### src/rtl/inst_fetch_queue_pkg.sv
// ============================================================================
// Module      : inst_fetch_queue_pkg
// Description : Shared widths and constants for the instruction fetch queue.
// Revision    : 1.0 - initial release
// ============================================================================
`default_nettype none

package inst_fetch_queue_pkg;

    localparam int          IFQ_ISA_WIDTH = 32;
    localparam int          IFQ_DEPTH     = 4;
    localparam int          DROP_W        = 8;
    localparam logic [31:0] NOP_INSTR     = 32'h0000_0000;

    // Saturating accumulate for the flush-drop statistic.
    function automatic logic [DROP_W-1:0] sat_add_drops(
        input logic [DROP_W-1:0] acc,
        input logic [31:0]       inc
    );
        logic [32:0] sum;
        sum = {{(33-DROP_W){1'b0}}, acc} + {1'b0, inc};
        return (sum > 33'((1 << DROP_W) - 1)) ? {DROP_W{1'b1}} : sum[DROP_W-1:0];
    endfunction

endpackage

`default_nettype wire

### src/rtl/inst_fetch_queue_storage.sv
// ============================================================================
// Module      : ifq_storage
// Description : DEPTH x WIDTH register array, one write port, async read port.
// Revision    : 1.0 - initial release
// ============================================================================
`default_nettype none

module ifq_storage
    import inst_fetch_queue_pkg::*;
#(
    parameter int WIDTH = 2 * IFQ_ISA_WIDTH,
    parameter int DEPTH = IFQ_DEPTH
) (
    input  logic                     clock,
    input  logic                     wr_en,
    input  logic [$clog2(DEPTH)-1:0] wr_addr,
    input  logic [WIDTH-1:0]         wr_data,
    input  logic [$clog2(DEPTH)-1:0] rd_addr,
    output logic [WIDTH-1:0]         rd_data
);

    // Contents survive reset and flush; only the pointers define validity.
    logic [WIDTH-1:0] mem_q [DEPTH];

    always_ff @(posedge clock) begin
        if (wr_en) begin
            mem_q[wr_addr] <= wr_data;
        end
    end

    assign rd_data = mem_q[rd_addr];

endmodule

`default_nettype wire

### src/rtl/inst_fetch_queue.sv
// ============================================================================
// Module      : inst_fetch_queue
// Description : Circular fetch-to-decode FIFO with one-cycle flush and NOP
//               output when empty.
// Revision    : 1.0 - initial release
// ============================================================================
`default_nettype none

module inst_fetch_queue
    import inst_fetch_queue_pkg::*;
#(
    parameter int ISA_WIDTH = IFQ_ISA_WIDTH,
    parameter int DEPTH     = IFQ_DEPTH
) (
    input  logic                       clock,
    input  logic                       reset,
    input  logic                       in_valid,
    output logic                       in_ready,
    input  logic [ISA_WIDTH-1:0]       in_instr,
    input  logic [ISA_WIDTH-1:0]       in_pc,
    input  logic                       flush,
    output logic                       out_valid,
    input  logic                       out_ready,
    output logic [ISA_WIDTH-1:0]       out_instr,
    output logic [ISA_WIDTH-1:0]       out_pc,
    output logic [$clog2(DEPTH):0]     count,
    output logic [DROP_W-1:0]          flush_drops
);

    localparam int PTR_W = $clog2(DEPTH);
    localparam int CNT_W = PTR_W + 1;
    localparam logic [CNT_W-1:0] FULL_CNT = CNT_W'(DEPTH);

    logic [PTR_W-1:0]       wr_ptr_q, wr_ptr_d;
    logic [PTR_W-1:0]       rd_ptr_q, rd_ptr_d;
    logic [CNT_W-1:0]       count_q, count_d;
    logic [DROP_W-1:0]      drops_q, drops_d;
    logic                   push, pop;
    logic [2*ISA_WIDTH-1:0] rd_data;

    // in_ready depends on occupancy only, so a full queue never accepts
    // a word even when decode pops in the same cycle.
    assign in_ready  = (count_q != FULL_CNT);
    assign out_valid = (count_q != '0);
    assign push      = in_valid && in_ready;
    assign pop       = out_valid && out_ready;

    always_comb begin
        wr_ptr_d = wr_ptr_q;
        rd_ptr_d = rd_ptr_q;
        count_d  = count_q;
        drops_d  = drops_q;
        if (flush) begin
            wr_ptr_d = '0;
            rd_ptr_d = '0;
            count_d  = '0;
            drops_d  = sat_add_drops(drops_q, 32'(count_q - CNT_W'(pop)));
        end else begin
            if (push) wr_ptr_d = wr_ptr_q + PTR_W'(1);
            if (pop)  rd_ptr_d = rd_ptr_q + PTR_W'(1);
            count_d = count_q + CNT_W'(push) - CNT_W'(pop);
        end
    end

    always_ff @(posedge clock or negedge reset) begin
        if (!reset) begin
            wr_ptr_q <= '0;
            rd_ptr_q <= '0;
            count_q  <= '0;
            drops_q  <= '0;
        end else begin
            wr_ptr_q <= wr_ptr_d;
            rd_ptr_q <= rd_ptr_d;
            count_q  <= count_d;
            drops_q  <= drops_d;
        end
    end

    ifq_storage #(
        .WIDTH (2 * ISA_WIDTH),
        .DEPTH (DEPTH)
    ) u_storage (
        .clock   (clock),
        .wr_en   (push && !flush),
        .wr_addr (wr_ptr_q),
        .wr_data ({in_instr, in_pc}),
        .rd_addr (rd_ptr_q),
        .rd_data (rd_data)
    );

    assign out_instr   = out_valid ? rd_data[2*ISA_WIDTH-1:ISA_WIDTH] : ISA_WIDTH'(NOP_INSTR);
    assign out_pc      = out_valid ? rd_data[ISA_WIDTH-1:0] : '0;
    assign count       = count_q;
    assign flush_drops = drops_q;

endmodule

`default_nettype wire

### config.mk
export PLATFORM = sky130hd
export DESIGN_NAME = inst_fetch_queue
export DESIGN_NICKNAME = d
export VERILOG_FILES = /design/src/rtl/inst_fetch_queue_pkg.sv /design/src/rtl/inst_fetch_queue_storage.sv /design/src/rtl/inst_fetch_queue.sv
export SDC_FILE = /design/constraint.sdc
export NUM_CORES = 1
export LEC_CHECK = 0
export ABC_AREA = 1
export CAP_MARGIN = 0
export CELL_PAD_IN_SITES_DETAIL_PLACEMENT = 0
export CELL_PAD_IN_SITES_GLOBAL_PLACEMENT = 1
export CORE_ASPECT_RATIO = 0.8
export CORE_MARGIN = 2
export CORE_UTILIZATION = 30
export DETAILED_ROUTE_END_ITERATION = 12
export PLACE_DENSITY_LB_ADDON = 0.1
export SLEW_MARGIN = 20
export SYNTH_ARGS = -nofsm -noshare
export SYNTH_HDL_FRONTEND = slang
export SYNTH_HIERARCHICAL = 1
export SYNTH_SLANG_ARGS = --single-unit
### constraint.sdc
create_clock -name clock -period 11.06 [get_ports clock]
set_clock_uncertainty 0.15 [all_clocks]
set_input_delay 1.659 -clock clock [delete_from_list [all_inputs] [get_ports clock]]
set_output_delay 1.659 -clock clock [all_outputs]
set_load 0.01 [all_outputs]
==> results of run 1 <==
==> area by class of cell <==
class | instances | area (µm²)
fill | 4226 | 26100
multi-input combinational | 671 | 3080
sequential | 271 | 8070
clock inverter | 17 | 125
tap | 552 | 691
antenna | 2 | 5.00
inverter | 365 | 1370
clock buffer | 39 | 806
timing repair buffer | 157 | 1550
==> kinds of logic after synthesis <==
logic type,count (synthesis),synth area share [%]
other,2,0.0592
AOI/OAI and AO/OA,12,0.523
buffers and inverters,413,12.9
and+or+nand+nor,606,19.8
DFF,271,63.5
adders and majority gates,27,2.78
xor gates and xnor gates,5,0.345
==> placed cells by master, fill, tap and decap left out, types with 2 or more instances in the layout <==
cell type / count
o21ai_0: 4
ha_1: 25
nor3_1: 2
nand2_1: 360
or2_2: 4
nor3_2: 4
a21oi_1: 6
clkbuf_16: 31
dfrtp_1: 13
clkinv_1: 11
xor2_1: 5
conb_1: 21
bufinv_16: 2
nor2_1: 88
clkinv_2: 3
clkbuf_1: 8
fa_1: 2
nand2_2: 2
buf_4: 11
diode_2: 2
nand2_4: 2
nand3_1: 135
inv_2: 2
inv_1: 362
clkdlybuf4s50_1: 145
nand3b_1: 3
edfxtp_1: 256
==> where the power goes <==
part / switching, mW / leakage, nW / internal (mW)
Clock: 0.391 / 0.453 / 0.554
Sequential: 0.0323 / 2.48 / 1.18
Combinational: 0.574 / 4.23 / 0.410
Total: 0.998 / 7.16 / 2.14
==> state kept, by name (all words and copies together) (netlist names) <==
signal / count
flush_drops: 8
count: 3
wr_ptr_q: 2
rd_ptr_q: 2
u_storage/mem_q: 256
==> critical path: stages, from the launching register on <==
cell and delay [ns]:
dfrtp_4 0.67, inv_4 0.52, buf_4 0.80, nand2_1 0.11, nand3_1 0.11, nand2_1 0.06, inv_1 0.05, nor2_1 0.08
clkdlybuf4s50_1 0.54
==> worst min-delay path by stage <==
stage / startpoint / end / slack, ns / cells after the start
finish: wr_ptr_q[0]$_DFFE_PN0P_ / wr_ptr_q[0]$_DFFE_PN0P_ / 0.42 / 1
global route: wr_ptr_q[0]$_DFFE_PN0P_ / wr_ptr_q[0]$_DFFE_PN0P_ / 0.46 / 1
CTS: wr_ptr_q[0]$_DFFE_PN0P_ / wr_ptr_q[0]$_DFFE_PN0P_ / 0.43 / 1
detailed placement: wr_ptr_q[0]$_DFFE_PN0P_ / wr_ptr_q[0]$_DFFE_PN0P_ / 0.43 / 1
global placement: flush_drops[5]$_DFFE_PN0P_ / flush_drops[5]$_DFFE_PN0P_ / 0.42 / 2
floorplan: wr_ptr_q[0]$_DFFE_PN0P_ / wr_ptr_q[0]$_DFFE_PN0P_ / 0.35 / 1
==> routing by layer <==
layer / up-vias / GRT usage [%] / wire, µm
li1: 4379 / - / -
met1: 3762 / 18.1 / 14100
met2: 110 / 23.1 / 13900
met3: 44 / 2.62 / 1180
met4: 2 / 2.85 / 568
met5: - / 0 / 11
==> results by group, run 1 <==
Status
  • Outcome: complete, no violations

Critical path
  • Worst Path Arrival: approximately 3.5 ns
  • Critical setup path kind: reg2out
  • Crit path launch type: flip-flop
  • Worst r2r src: count[0]$_DFF_PN0_
  • Critical path data required time: about 9 ns
  • Reg2Reg Setup Slack: 7.31 ns
  • Worst-path fanout max: 78
  • CP endpoint: out_instr[17]
  • Critical path endpoint category: output pin
  • Worst Reg-to-Reg Cells: 23
  • Crit path launch: rd_ptr_q[0]$_DFFE_PN0P_
  • FF-to-FF End: flush_drops[6]$_DFFE_PN0P_

STA
  • Final hold violations: 0
  • Finish-stage setup viols: 0
  • Final slew viol count: 0
  • Final period util: 48.2%
  • Relative slew slack: 30.5%
  • Worst-margin pin slew: 1.04 ns
  • Final hold slack: 0.423 ns
  • Min Tclk post-route: 5.34 ns
  • Unrepaired setup endpoints after global routing: no
  • Setup TNS: 0 ns
  • Final setup margin: around 5.7 ns
  • FMAX: 187 MHz

Place
  • GPL Wtd Cong: 0.700
  • Area after DPL: roughly 15,000 µm²
  • Pre-CTS setup slack: 6.00 ns
  • Post-DP HPWL: 16,600 µm
  • Post-Place Cells: a little over 2k
  • PortBufs: between 100 and 150

Floorplanning
  • Core box area: approximately 42,000 µm²
  • # IOs: around 150
  • Die ar.: 44,000 µm²
  • Die width: 234 µm
  • Initial Utilization: 30.3%
  • Row count: 67
  • Die Ht: about 190 µm

Global routing
  • Initial antenna violation count: 3
  • Vias in the first global route: 7,944
  • Grt total ovfl: 0
  • Largest net degree at the start of global routing: 79
  • GRT Total Usage: a little over an eighth
  • First-pass GRT wire length: 45,900 µm

Yosys
  • Most used flip-flop cell after synthesis: edfxtp_1
  • Warning count from the yosys run: 6
  • Synth top area share: about three fifths
  • Syn Std Cell Area: 12,700 µm²
  • Asr flop ratio synth: 5.54%
  • Largest cells by area after synthesis: edfxtp_1 (61%), inv_1 (11%), nand2_1 (11%), nand3_1 (5.3%), dfrtp_1 (3.0%)
  • Synth cell types: 30
  • Synth Area per Inst: ~9.5 µm²
  • Register bit total from synthesis: between 200 and 300
  • Post-synthesis sequential area ratio: 63.5%
  • Area leader, netlist: edfxtp_1
  • Most frequent cell after synthesis: inv_1
  • Synth cell count leaders: inv_1 (362), nand2_1 (360), edfxtp_1 (256)
  • Synthesized instance count: 1,336
  • Number of synthesized flops with an enable pin: 256

Detailed routing
  • # DRC: 0
  • Drt pass-1 iters: 4
  • Avg WL per Cell: 14.3 µm
  • Vias: 8,297
  • Post-DRT Antenna Nets: 0
  • Number of vias per cell: 4.00
  • WL final: slightly below 30,000 µm
  • Initial DRC Count: 350

Clocking
  • CTS root buf: clkbuf_16
  • Post-CTS Repair Setup Buffers: 0
  • Clock net sink count: 271
  • Post-CTS Hold Buffers: 0
  • Max Root-Sink Buffers: 3
  • Htree depth: 1
  • Cts repair resizes: 0
  • TritonCTS clock tree: built
  • CTS buffer count: 30
  • Worst-Skew Late Latency: between 0.5 and 0.6 ns
  • Clock transition at path regs: around 0.060 ns

Flow run
  • Max-cap violations: 0

Finish
  • Post-Layout Cell Count: 2,074
  • Final instance area: 15,700 µm²
  • Final core occ: 37.5%
  • Area delta synth->final: 23.7%
  • Layout cells sized above 1: 4.61%
  • Nets: 1,592

Worst hold path
  • Hold Crit Class: reg2reg

Power and ir drop
  • Highest ir drop seen on vdd: 121 µV
  • Tot Pwr: about 3.1 mW
  • Leak: 7.16 nW
  • Pwr Density: 200 nW/µm²
(Power assumes the default switching activity.)
==> run 2: changes to the inputs <==
==> constraint.sdc (replaced) <==
create_clock -name clock -period 4.55 [get_ports clock]
set_clock_uncertainty 0.15 [all_clocks]
set_input_delay 0.6825 -clock clock [delete_from_list [all_inputs] [get_ports clock]]
set_output_delay 0.6825 -clock clock [all_outputs]
set_load 0.01 [all_outputs]
==> run 2 against run 1 <==
  * Die area stayed put
  * Sequential power is 140% higher
  * Global-route usage is 0.34 points higher
  * First-iteration DRC count is 3.7% lower
  * Total power grew to 2.5 times the previous value
  * Critical endpoint is now flush_drops[6]$_DFFE_PN0P_
  * Non-clock buffer count is 3 higher
  * Final area is 1.0% higher
==> results by group, run 2 (synthesis results as in run 1) <==
Status
  • Outcome: complete, no violations

Detailed routing
  • Number of vias per cell: 4.05
  • Vias: 8,403
  • Post-DRT Antenna Nets: 0
  • Avg WL per Cell: 14.5 µm
  • Drt pass-1 iters: 6
  • # DRC: 0
  • WL final: around 30,000 µm
  • Initial DRC Count: 337

Power and ir drop
  • Sequential share of power: 36.9%
  • Tot Pwr: 7.87 mW
  • Net Sw Frac: a little under a third
  • Cell Int Power: 5.42 mW
  • Pwr Density: between 400 and 500 nW/µm²
  • Highest ir drop seen on vdd: 278 µV
  • Clock power share: 31.6%
  • Gate power share: 31.5%
  • Psw: 2.45 mW
  • Leak: approximately 7.2 nW

Global routing
  • M1 GR Usage: 18.5%
  • Met3 Use GR: 2.74%
  • First-pass GRT wire length: 47,200 µm
  • Initial antenna violation count: 2
  • GR Util met2: between 20% and 30%
  • Grt total ovfl: 0
  • Largest net degree at the start of global routing: 132
  • Grt peak-use layer: met2
  • Vias in the first global route: 8,359
  • GRT Total Usage: between 10 and 15%

Floorplanning
  • Initial Utilization: approximately 30%
  • Row count: 67
  • # IOs: between 100 and 150
  • Die Ht: between 150 and 200 µm
  • Die ar.: 44,000 µm²
  • Die width: 234 µm
  • Core box area: 41,800 µm²

Clocking
  • Cts repair resizes: 0
  • Clock transition at path regs: 0.06 ns
  • Clock net sink count: 271
  • Htree depth: 1
  • TritonCTS clock tree: built
  • Post-CTS Repair Setup Buffers: 0
  • CTS root buf: clkbuf_16
  • Post-CTS Hold Buffers: 0
  • Worst-Skew Late Latency: 0.55 ns
  • Max Root-Sink Buffers: 3
  • CTS buffer count: 31

STA
  • FMAX: 271 MHz
  • Finish-stage setup viols: 0
  • Min Tclk post-route: roughly 3.7 ns
  • Unrepaired setup endpoints after global routing: no
  • Final period util: 81.1%
  • Final slew viol count: 0
  • Relative slew slack: 48.9%
  • Final hold slack: 0.420 ns
  • Final hold violations: 0
  • Worst-margin pin slew: 0.765 ns

Critical path
  • Worst Path Arrival: 3.99 ns
  • Worst-path fanout max: 6
  • Critical path data required time: 4.85 ns
  • Cell repeated most along the worst path: nand2_1
  • Worst path slowest cell: dfrtp_1
  • Worst path max stage delay: just over 0.4 ns
  • Crit path cell chain: nor2_1 -> nand2_1 -> nand2_1 -> inv_1 -> ha_1 -> ha_1 -> xor2_1 -> ha_1 -> nand2_1 -> nor2_1 -> nand2_1 -> nand3_1 -> nand2_1 -> nand2_1 -> a21oi_1 -> inv_1 -> ha_1 -> nor3b_1 -> nand3b_1 -> nor2_4 -> nand2_4 -> nor2_1 -> nor2_1
  • Critical path endpoint category: flip-flop
  • Critical setup path kind: reg2reg
  • Crit path launch type: flip-flop

Finish
  • # fillers: ~4.2k
  • Max reg flops: about 260
  • Area delta synth->final: 24.9%
  • Nets: 1,596
  • Post-Layout Cell Count: 2,077
  • Register area: roughly 8000 µm²
  • Final core occ: 37.9%
  • Commonest non-fill, non-tap cell in the layout: inv_1
  • Most flops, register: u_storage/mem_q
  • Final instance area: 15,900 µm²
  • Layout cells sized above 1: 5.05%
  • Most frequent cells in the layout: inv_1 (362), nand2_1 (360), edfxtp_1 (256)
  • Multi-input logic area: 3080 µm²

Place
  • PortBufs: 145
  • Area after DPL: 14,800 µm²
  • Post-Place Cells: 2,019
  • GPL Wtd Cong: 0.720
  • Post-DP HPWL: 17,400 µm

Worst hold path
  • Hold Crit Class: in2async

Flow run
  • Max-cap violations: 0
==> run 2: changes by cell type in the layout (fill, tap and decap cells not counted), sizes merged <==
cell,delta
clkbuf,-1
buf,+3
inv,+1
bufinv,+3
clkinv,-2
diode,-1
==> run 2: final cells by class <==
cell class	count	share of cell area [%]
Clock inverter	19	1.34
Tap cell	552	4.36
Sequential cell	271	50.9
Inverter	365	8.66
Multi-Input combinational cell	671	19.4
Antenna cell	1	0.0158
Timing Repair Buffer	160	10.3
Clock buffer	38	5.06
==> run 2: per-stage QoR <==
step,setup slack [ns],TNS (ns)
global route,0.539,0
floorplan,-1.51,-386.90
detailed placement,0.415,0
finish,0.861,0
global placement,0.507,0
CTS,0.765,0
==> run 2: per-layer routing <==
metal,wire (µm),up-vias
met2,14200,114
li1,-,4377
met5,0,-
met1,14100,3874
met4,537,0
met3,1230,38
==> run 2: worst max-delay path: cells and delay by family (launching register included) <==
family                     cells  cell delay (ns)
DFF                            1             0.41
buffers and inverters          2             0.16
adders and majority gates      4             0.97
AOI/OAI and AO/OA              1             0.20
and+or+nand+nor               15             1.54
xor gates and xnor gates       1             0.17
==> run 2: worst paths after layout <==
check | startpoint | end | slack [ns] | depth (start not counted)
worst min register to register | flush_drops[5]$_DFFE_PN0P_ | flush_drops[5]$_DFFE_PN0P_ | 0.43 | 2
max in group asynchronous | reset | rd_ptr_q[0]$_DFFE_PN0P_ | 3.26 | 1
worst max-delay path | count[0]$_DFF_PN0_ | flush_drops[6]$_DFFE_PN0P_ | 0.86 | 23
worst max register to register | count[0]$_DFF_PN0_ | flush_drops[6]$_DFFE_PN0P_ | 0.86 | 23
worst min-delay path | reset | flush_drops[6]$_DFFE_PN0P_ | 0.42 | 1
min in group clock | flush_drops[5]$_DFFE_PN0P_ | flush_drops[5]$_DFFE_PN0P_ | 0.43 | 2
==> run 2: power groups by stage <==
stage / combinational (mW) / clock, mW / sequential (mW)
after CTS: 2.57 / 2.57 / 2.91
after global routing: 2.82 / 2.65 / 2.92
final: 2.48 / 2.49 / 2.91
after floorplan: 1.38 / 0 / 2.97
after detailed placement: 2.55 / 0 / 2.96
after global placement: 2.55 / 0 / 2.96
==> run 3: changes to the inputs <==
==> constraint.sdc (replaced) <==
create_clock -name clock -period 3.71 [get_ports clock]
set_clock_uncertainty 0.15 [all_clocks]
set_input_delay 0.5565 -clock clock [delete_from_list [all_inputs] [get_ports clock]]
set_output_delay 0.5565 -clock clock [all_outputs]
set_load 0.01 [all_outputs]
==> run 3 against run 2 <==
  * Die area is the same
  * Non-clock buffer count grew 15
  * First-iteration DRC count shrank 1.5%
  * Sequential power grew 23%
  * Total power grew 22%
  * Clock power grew 14%
  * Count of clock-buffer cells in the layout shrank 1
  * Critical path type unchanged
  * Combinational power grew 29%
  * Fmax grew 3.5%
  * Hold slack lost 0.12 ns
  * Utilization grew 0.42 points
  * Sequential cell count is the same
==> results by group, run 3 (synthesis results as in run 1) <==
Clocking
  • Max Root-Sink Buffers: 3
  • Clock transition at path regs: 0.06 ns
  • Htree depth: 1
  • CTS root buf: clkbuf_16
  • TritonCTS clock tree: built
  • Worst-Skew Late Latency: 0.55 ns
  • Post-CTS Hold Buffers: 0
  • Clock net sink count: approximately 270
  • CTS buffer count: 30

Critical path
  • Crit path cell chain: nor2_2 -> nand2_2 -> nand2_2 -> inv_2 -> ha_4 -> ha_4 -> xor2_2 -> ha_1 -> nand2_1 -> nor2_1 -> nand2_1 -> nand3_1 -> nand2_1 -> nand2_1 -> a21oi_2 -> inv_1 -> ha_1 -> nor3b_2 -> nand3b_1 -> nor2_4 -> nand2_4 -> nor2_1 -> nor2_1
  • Crit path launch type: flip-flop
  • Critical setup path kind: reg2reg
  • Worst path max stage delay: 0.41 ns
  • Worst Reg-to-Reg Cells: 23
  • Cell repeated most along the worst path: nand2_1
  • Worst path slowest cell: dfrtp_1
  • Worst-path fanout max: 6
  • WP buf/inv: 2
  • Critical path data required time: 4.01 ns
  • Critical Path Stages: 23
  • Critical path's top delay family: simple AND/OR/NAND/NOR gates
  • Critical path endpoint category: flip-flop
  • Worst Path Arrival: 3.86 ns

Place
  • GPL Wtd Cong: 0.721
  • Post-DP HPWL: 17,400 µm
  • Post-Place Cells: 2,027
  • Area after DPL: around 15,000 µm²
  • PortBufs: around 150
  • Pre-CTS setup slack: -0.176 ns

Flow run
  • Max-cap violations: 0

STA
  • Worst-margin pin slew: about 0.77 ns
  • Final hold violations: 0
  • FMAX: 281 MHz
  • Min Tclk post-route: 3.56 ns
  • Final slew viol count: 0
  • Finish-stage setup viols: 0
  • Relative slew slack: 48.3%
  • Unrepaired setup endpoints after global routing: yes
  • Setup TNS: 0 ns
  • Final setup margin: 0.147 ns
  • Final period util: 96.0%

Power and ir drop
  • Highest ir drop seen on vdd: 354 µV
  • Pwr Density: 600 nW/µm²
  • Tot Pwr: 9.61 mW
  • Leak: 7.29 nW

Finish
  • Diode count: 0
  • Post-Layout Cell Count: 2,084
  • Commonest non-fill, non-tap cell in the layout: inv_1
  • Final instance area: between 15,000 and 20,000 µm²
  • Max reg flops: 256
  • Most frequent cells in the layout: inv_1 (361), nand2_1 (358), edfxtp_1 (256)
  • Area delta synth->final: 26.3%
  • Most flops, register: u_storage/mem_q
  • Nets: about 1.6k
  • Layout cells sized above 1: between 6 and 7%
  • # fillers: 4,164

Global routing
  • Largest net degree at the start of global routing: 69
  • Grt total ovfl: 0
  • First-pass GRT wire length: 48,000 µm
  • GRT Total Usage: between 10% and 20%
  • Vias in the first global route: 8,472
  • Initial antenna violation count: 1

Detailed routing
  • Number of vias per cell: slightly above 4
  • # DRC: 0
  • Avg WL per Cell: 14.6 µm
  • Drt pass-1 iters: 4
  • Post-DRT Antenna Nets: 0
  • Initial DRC Count: 332
  • Vias: 8,408
  • WL final: 30,400 µm

Floorplanning
  • Row count: 67
  • Die ar.: 44,000 µm²
  • Initial Utilization: 30.3%
  • Core box area: 41,800 µm²
  • # IOs: 146
  • Die Ht: 188 µm
  • Die width: about 230 µm

Worst hold path
  • Hold Crit Class: in2async

Status
  • Outcome: complete, no violations
==> run 3: layout make-up <==
cell class                 count  area (µm²)  share of cell area, %
sequential                   271        8070                   50.3
multi-input combinational    671        3170                   19.8
timing repair buffer         175        1800                   11.2
inverter                     365        1370                   8.56
clock buffer                  37         798                   4.98
tap                          552         691                   4.31
clock inverter                13         130                  0.812
==> run 3: timing repair <==
item,4_1_cts,5_1_grt
setup endpoints to repair,0,8
endpoints found under the hold margin,0,0
setup buffers,0,7
resized for setup,0,15
==> run 3: layer usage <==
| metal | global-route usage (%) | share of wire [%] | wire [µm] |
|---|---|---|---|
| met1 | 19.7 | 49 | 14900 |
| met2 | 23.4 | 46 | 13900 |
| met3 | 2.51 | 3.6 | 1090 |
| met4 | 2.70 | 1.6 | 494 |
| met5 | 0 | 0.039 | 12 |
==> run 3: worst paths after layout <==
path | start | endpoint | slack [ns]
max | count[0]$_DFF_PN0_ | flush_drops[7]$_DFFE_PN0P_ | 0.15
min | reset | flush_drops[5]$_DFFE_PN0P_ | 0.31
max reg2reg | count[0]$_DFF_PN0_ | flush_drops[7]$_DFFE_PN0P_ | 0.15
min reg2reg | flush_drops[6]$_DFFE_PN0P_ | flush_drops[6]$_DFFE_PN0P_ | 0.39
max in group asynchronous | reset | rd_ptr_q[0]$_DFFE_PN0P_ | 2.53
min in group clock | flush_drops[6]$_DFFE_PN0P_ | flush_drops[6]$_DFFE_PN0P_ | 0.39
==> run 3: per-stage QoR <==
step | utilization [%] | hold WS (ns)
floorplan | - | 0.111
global placement | 35.8 | 0.380
detailed placement | 35.8 | 0.386
CTS | 38.0 | 0.313
global route | 38.3 | 0.353
finish | 38.3 | 0.305
==> run 3: report_power, final <==
part | switching, mW | leakage, nW | internal, mW
registers | 0.0516 | 2.48 | 3.52
logic | 1.84 | 4.36 | 1.36
clock network | 1.13 | 0.452 | 1.71
